<file path="src/rtl/grey_pkg.sv">
// grey_pkg: shared mode encodings, RGB565 field widths and reset constants for the grey-to-RGB565 path
package grey_pkg;
   typedef enum logic [1:0] {
      GREY_MODE_MONO   = 2'd0,
      GREY_MODE_HEAT   = 2'd1,
      GREY_MODE_THRESH = 2'd2,
      GREY_MODE_INV    = 2'd3
   } grey_mode_e;
   localparam int R_W = 5;
   localparam int G_W = 6;
   localparam int B_W = 5;
   localparam logic [7:0] GREY_THRESH_RST = 8'h80;
   function automatic logic [15:0] pack565(input logic [7:0] r, input logic [7:0] g, input logic [7:0] b);
      return {r[7 -: R_W], g[7 -: G_W], b[7 -: B_W]};
   endfunction
endpackage

</file>
<file path="src/rtl/grey_colormap.sv">
// grey_colormap: combinational mapping of one grey pixel to 8-bit R/G/B under the selected mode
module grey_colormap
   import grey_pkg::*;
(
   input  logic [7:0] grey,
   input  grey_mode_e mode,
   input  logic [7:0] thresh,
   output logic [7:0] r8,
   output logic [7:0] g8,
   output logic [7:0] b8
);
   logic [7:0] off4, bin, heat_r, heat_g, heat_b;
   assign off4 = {grey[5:0], 2'b00};
   assign bin = (grey >= thresh) ? 8'hFF : 8'h00;
   // four-segment ramp: blue -> cyan -> green -> yellow-ish -> red
   assign heat_r = grey[7] ? (grey[6] ? 8'hFF : off4) : 8'h00;
   assign heat_g = (grey[7:6] == 2'd0) ? off4 : (grey[7:6] == 2'd3) ? 8'hFF - off4 : 8'hFF;
   assign heat_b = grey[7] ? 8'h00 : grey[6] ? 8'hFF - off4 : 8'hFF;
   always_comb begin
      r8 = (mode == GREY_MODE_HEAT) ? heat_r : (mode == GREY_MODE_THRESH) ? bin : (mode == GREY_MODE_INV) ? ~grey : grey;
      g8 = (mode == GREY_MODE_HEAT) ? heat_g : (mode == GREY_MODE_THRESH) ? bin : (mode == GREY_MODE_INV) ? ~grey : grey;
      b8 = (mode == GREY_MODE_HEAT) ? heat_b : (mode == GREY_MODE_THRESH) ? bin : (mode == GREY_MODE_INV) ? ~grey : grey;
   end
endmodule

</file>
<file path="src/rtl/grey_to_rgb565.sv">
// grey_to_rgb565: three-stage global-stall pipeline converting grey pixels to RGB565 with frame-latched mode
module grey_to_rgb565
   import grey_pkg::*;
#(
   parameter logic [1:0] P_MODE_RESET = 2'd0
) (
   input  logic        i_clk,
   input  logic        i_rst_n,
   input  logic [1:0]  i_mode,
   input  logic [7:0]  i_thresh,
   input  logic [7:0]  i_grey,
   input  logic        i_sof,
   input  logic        i_eol,
   input  logic        i_valid,
   output logic        o_ready,
   output logic [15:0] o_rgb565,
   output logic        o_sof,
   output logic        o_eol,
   output logic        o_valid,
   input  logic        i_ready
);
   logic       adv, sof_in;
   grey_mode_e mode_act, mode_in, s1_mode;
   logic [7:0] thr_act, thr_in, s1_grey, s1_thr, r8, g8, b8, s2_r, s2_g, s2_b;
   logic       s1_v, s1_sof, s1_eol, s2_v, s2_sof, s2_eol;
   assign adv = i_ready || !o_valid;
   assign o_ready = adv;
   assign sof_in = i_valid && i_sof;
   // a sof beat uses the requested settings directly, the rest of the frame uses the latched copy
   assign mode_in = sof_in ? grey_mode_e'(i_mode) : mode_act;
   assign thr_in = sof_in ? i_thresh : thr_act;
   grey_colormap u_map (
      .grey   (s1_grey),
      .mode   (s1_mode),
      .thresh (s1_thr),
      .r8     (r8),
      .g8     (g8),
      .b8     (b8)
   );
   always_ff @(posedge i_clk or negedge i_rst_n) begin
      if (!i_rst_n) begin
         mode_act <= grey_mode_e'(P_MODE_RESET);
         thr_act  <= GREY_THRESH_RST;
         s1_v     <= 1'b0;
         s1_sof   <= 1'b0;
         s1_eol   <= 1'b0;
         s1_grey  <= 8'h00;
         s1_mode  <= GREY_MODE_MONO;
         s1_thr   <= 8'h00;
         s2_v     <= 1'b0;
         s2_sof   <= 1'b0;
         s2_eol   <= 1'b0;
         s2_r     <= 8'h00;
         s2_g     <= 8'h00;
         s2_b     <= 8'h00;
         o_valid  <= 1'b0;
         o_sof    <= 1'b0;
         o_eol    <= 1'b0;
         o_rgb565 <= 16'h0000;
      end else if (adv) begin
         if (sof_in) begin
            mode_act <= grey_mode_e'(i_mode);
            thr_act  <= i_thresh;
         end
         s1_v     <= i_valid;
         s1_sof   <= i_sof;
         s1_eol   <= i_eol;
         s1_grey  <= i_grey;
         s1_mode  <= mode_in;
         s1_thr   <= thr_in;
         s2_v     <= s1_v;
         s2_sof   <= s1_sof;
         s2_eol   <= s1_eol;
         s2_r     <= r8;
         s2_g     <= g8;
         s2_b     <= b8;
         o_valid  <= s2_v;
         o_sof    <= s2_sof;
         o_eol    <= s2_eol;
         o_rgb565 <= pack565(s2_r, s2_g, s2_b);
      end
   end
endmodule

</file>
<file path="config.mk">
export PLATFORM = sky130hd
export DESIGN_NAME = grey_to_rgb565
export DESIGN_NICKNAME = d
export VERILOG_FILES = /design/src/rtl/grey_pkg.sv /design/src/rtl/grey_colormap.sv /design/src/rtl/grey_to_rgb565.sv
export SDC_FILE = /design/constraint.sdc
export NUM_CORES = 1
export LEC_CHECK = 0
export ABC_AREA = 1
export BUFFER_PORTS_ARGS = -buffer_cell sky130_fd_sc_hd__buf_2
export CAP_MARGIN = 10
export CORE_AREA = 5 5 79 81
export CTS_CLUSTER_SIZE = 24
export DETAILED_ROUTE_END_ITERATION = 7
export DIE_AREA = 0 0 84 86
export GPL_ROUTABILITY_DRIVEN = 0
export GPL_TIMING_DRIVEN = 0
export PLACE_DENSITY_LB_ADDON = 0.15
export SYNTH_ARGS = -nofsm -noshare
export SYNTH_HDL_FRONTEND = slang
export SYNTH_HIERARCHICAL = 1
export SYNTH_SLANG_ARGS = --single-unit
</file>
<file path="constraint.sdc">
create_clock -name i_clk -period 2 [get_ports i_clk]
set_input_delay 0.2 -clock i_clk [delete_from_list [all_inputs] [get_ports i_clk]]
set_output_delay 0.2 -clock i_clk [all_outputs]
set_load 0.005 [all_outputs]
</file>
==> metrics.md <==
| Metric | Value |
|---|---|
| Outcome | `complete, no violations` |
| Fill cells | `500` |
| R2R setup slack | `0.26 ns` |
| Final setup fails | `0` |
| Syn Area/Cell | `7.767 um2` |
| Mapped Nets | `403` |
| Leakage | `1.941 nW` |
| Fin crit share | `87.16%` |
| Port bufs | `43` |
| End of the worst hold path | `s1_grey[6]` |
| Worst Hold Depth | `3` |
| CP Launch Type | `flip-flop` |
| Hold_sp | `i_grey[6]` |
| Die area | `0.007224 mm2` |
| Max VDD drop | `0.7044 mV` |
| Slew Viols, Final | `0` |
| Root Buffer | `clkbuf_8` |
| Die Wd | `84 um` |
| Clk_lat worst skew | `0.34 ns` |
| Hold_ws | `0.05651 ns` |
| Vias per cell | `4.716` |
| Combinational share of power | `33.8%` |
| Reg2reg start | `s1_grey[7]` |
| Final HPWL DP | `4331 um` |
| Largest net degree at the start of global routing | `36` |
| Ant. Diodes | `0` |
| Ports | `44` |
| Syn-to-layout area delta | `19.02%` |
| RSZ-0062 raised after global routing | `no` |
| Tmin final | `1.743 ns` |
| Path type of the worst setup path | `flip-flop to flip-flop` |
| Clk buf depth | `2` |
| CP Data Required Time | `2.26 ns` |
| First-pass GRT wire length | `10490 um` |
| Core Rows | `27` |
| Pwr/cell area | `1384 mW/mm2` |
| CP Max Fanout | `8` |
| Core Area | `0.005405 mm2` |
| Vias in the first global route | `2269` |
| DRC viols | `0` |
| Final-report hold violation count | `0` |
| Synth Instances | `371` |
| Clock share of power | `25.0%` |
| Worst path arrival time | `2.00 ns` |
| Cts bufs inserted | `9` |
| CTS tree | `built` |
| Total number of vias | `2377` |
| TritonRoute pass-1 iters | `4` |
| Rel. slew slack | `59.60%` |
| Final core utilization | `63.45%` |
| Flop pwr share | `41.2%` |
| Internal | `3.082 mW` |
| Sink Count | `60` |
| Setup TNS | `0 ns` |
| Final #Nets | `459` |
| Syn. warnings | `6` |
| Pre-CTS WS | `0.2541 ns` |
| Register area | `0.001503 mm2` |
| Post-Syn Area | `0.002882 mm2` |
| Global route overflow | `0` |
| Final worst setup slack | `0.2569 ns` |
| Placed Cells | `487` |
| Worst Clk Skew | `0.01206 ns` |
| PnR Total Power | `4.746 mW` |
| Initial Util | `53.31%` |
| H-tree depth | `3` |
| Area after DPL | `0.003207 mm2` |
| HP Class | `input pin to flip-flop` |
| # Post-CTS Setup Buffers | `0` |
| Sw Share | `35.06%` |
| R2r endpoint | `s2_g[3]` |
| Design Area, Final | `0.003430 mm2` |
| Post-route ant nets | `0` |
| Max_cap viols | `0` |
| Worst slew pin tran | `0.6060 ns` |
| Wire per inst | `11.98 um` |
| DRT iter0 DRCs | `86` |
| Share of layout cells above drive strength 1 | `18.75%` |
| Cells on worst reg2reg path | `9` |
| Area of the multi-input gates | `0.001127 mm2` |
| Fin cells | `504` |
| Crit end category | `flip-flop` |
| GR Util All Layers | `18.46%` |
| Post-Route WL | `6038 um` |
| Die height | `86 um` |
| Initial antenna violation count | `0` |
| Sw power | `1.664 mW` |
| Clock transition at path regs | `0.07 ns` |
| Max Freq | `0.5737 GHz` |
layer usage:
metal,up-vias,part of all wire [%],GRT usage [%]
li1,1245,-,-
met1,1068,48,24.18
met2,53,45,28.92
met3,11,5.2,4.419
met4,0,1.6,8.918
met5,-,0,0
timing repair:
item | in CTS | in global routing
endpoints found under the hold margin | 25 | 0
gates resized for setup | 0 | 0
hold buffers | 1 | 0
worst max-delay path, cell delays in order, from the launching register on:
cell and delay, ns:
dfrtp_1 0.48, ha_1 0.36, nand2_1 0.07, nor3b_1 0.18, nor2_1 0.08, nand2_2 0.13
nand2_1 0.12, nand2_1 0.08, nand2_1 0.06, o21ai_0 0.08
layout by cell type (no fill, tap or decap):
cell type      count
a21oi_1            1
a22oi_1            5
a31oi_1            1
buf_12             1
buf_2             51
buf_4              3
buf_6              3
bufinv_16          2
clkbuf_1           5
clkbuf_2           1
clkbuf_8          10
dfrtp_1           59
dfstp_2            1
dlygate4sd3_1      1
ha_1               8
inv_1             36
inv_2              3
nand2_1          187
nand2_2            3
nand2_4            1
nand3_1           13
nor2_1             7
nor2_2             2
nor3b_1            1
o21ai_0           27
sequential cells by signal, summed over array words and instances (netlist names), 2 cells and up:
| signal | cells |
|---|---|
| s2_g | 6 |
| s2_b | 5 |
| s2_r | 5 |
| o_rgb565 | 16 |
| s1_grey | 8 |
| s1_mode | 2 |
| thr_act | 8 |
power by group through the flow:
stage	registers [mW]	clock network (mW)	logic (mW)
after CTS	1.96	1.22	1.63
after global placement	1.96	0	1.57
after detailed placement	1.98	0	1.61
after global routing	2.02	1.28	1.89
after floorplan	1.95	0	1.08
final	1.96	1.19	1.60
how the worst max path moves through the flow:
stage | cells past startpoint | end | from
2_1_floorplan | 9 | s2_g[7] | s1_grey[7]
3_3_place_gp | 9 | s2_r[3] | s1_grey[7]
3_5_place_dp | 9 | s2_g[3] | s1_grey[7]
4_1_cts | 9 | s2_g[3] | s1_grey[7]
5_1_grt | 9 | s2_g[3] | s1_grey[7]
6_report | 9 | s2_g[3] | s1_grey[7]
cell type report:
class                   count  share of cell area [%]
flip-flops and latches     60                   43.82
clock buffers              14                   4.451
well taps                  72                   2.627
inverters                  39                   4.269
clock inverters             2                   1.751
repair buffers             45                   7.151
multi-input cells         256                   32.87
plain buffers              16                   3.065
No activity file was read; power rests on OpenSTA's default activity.
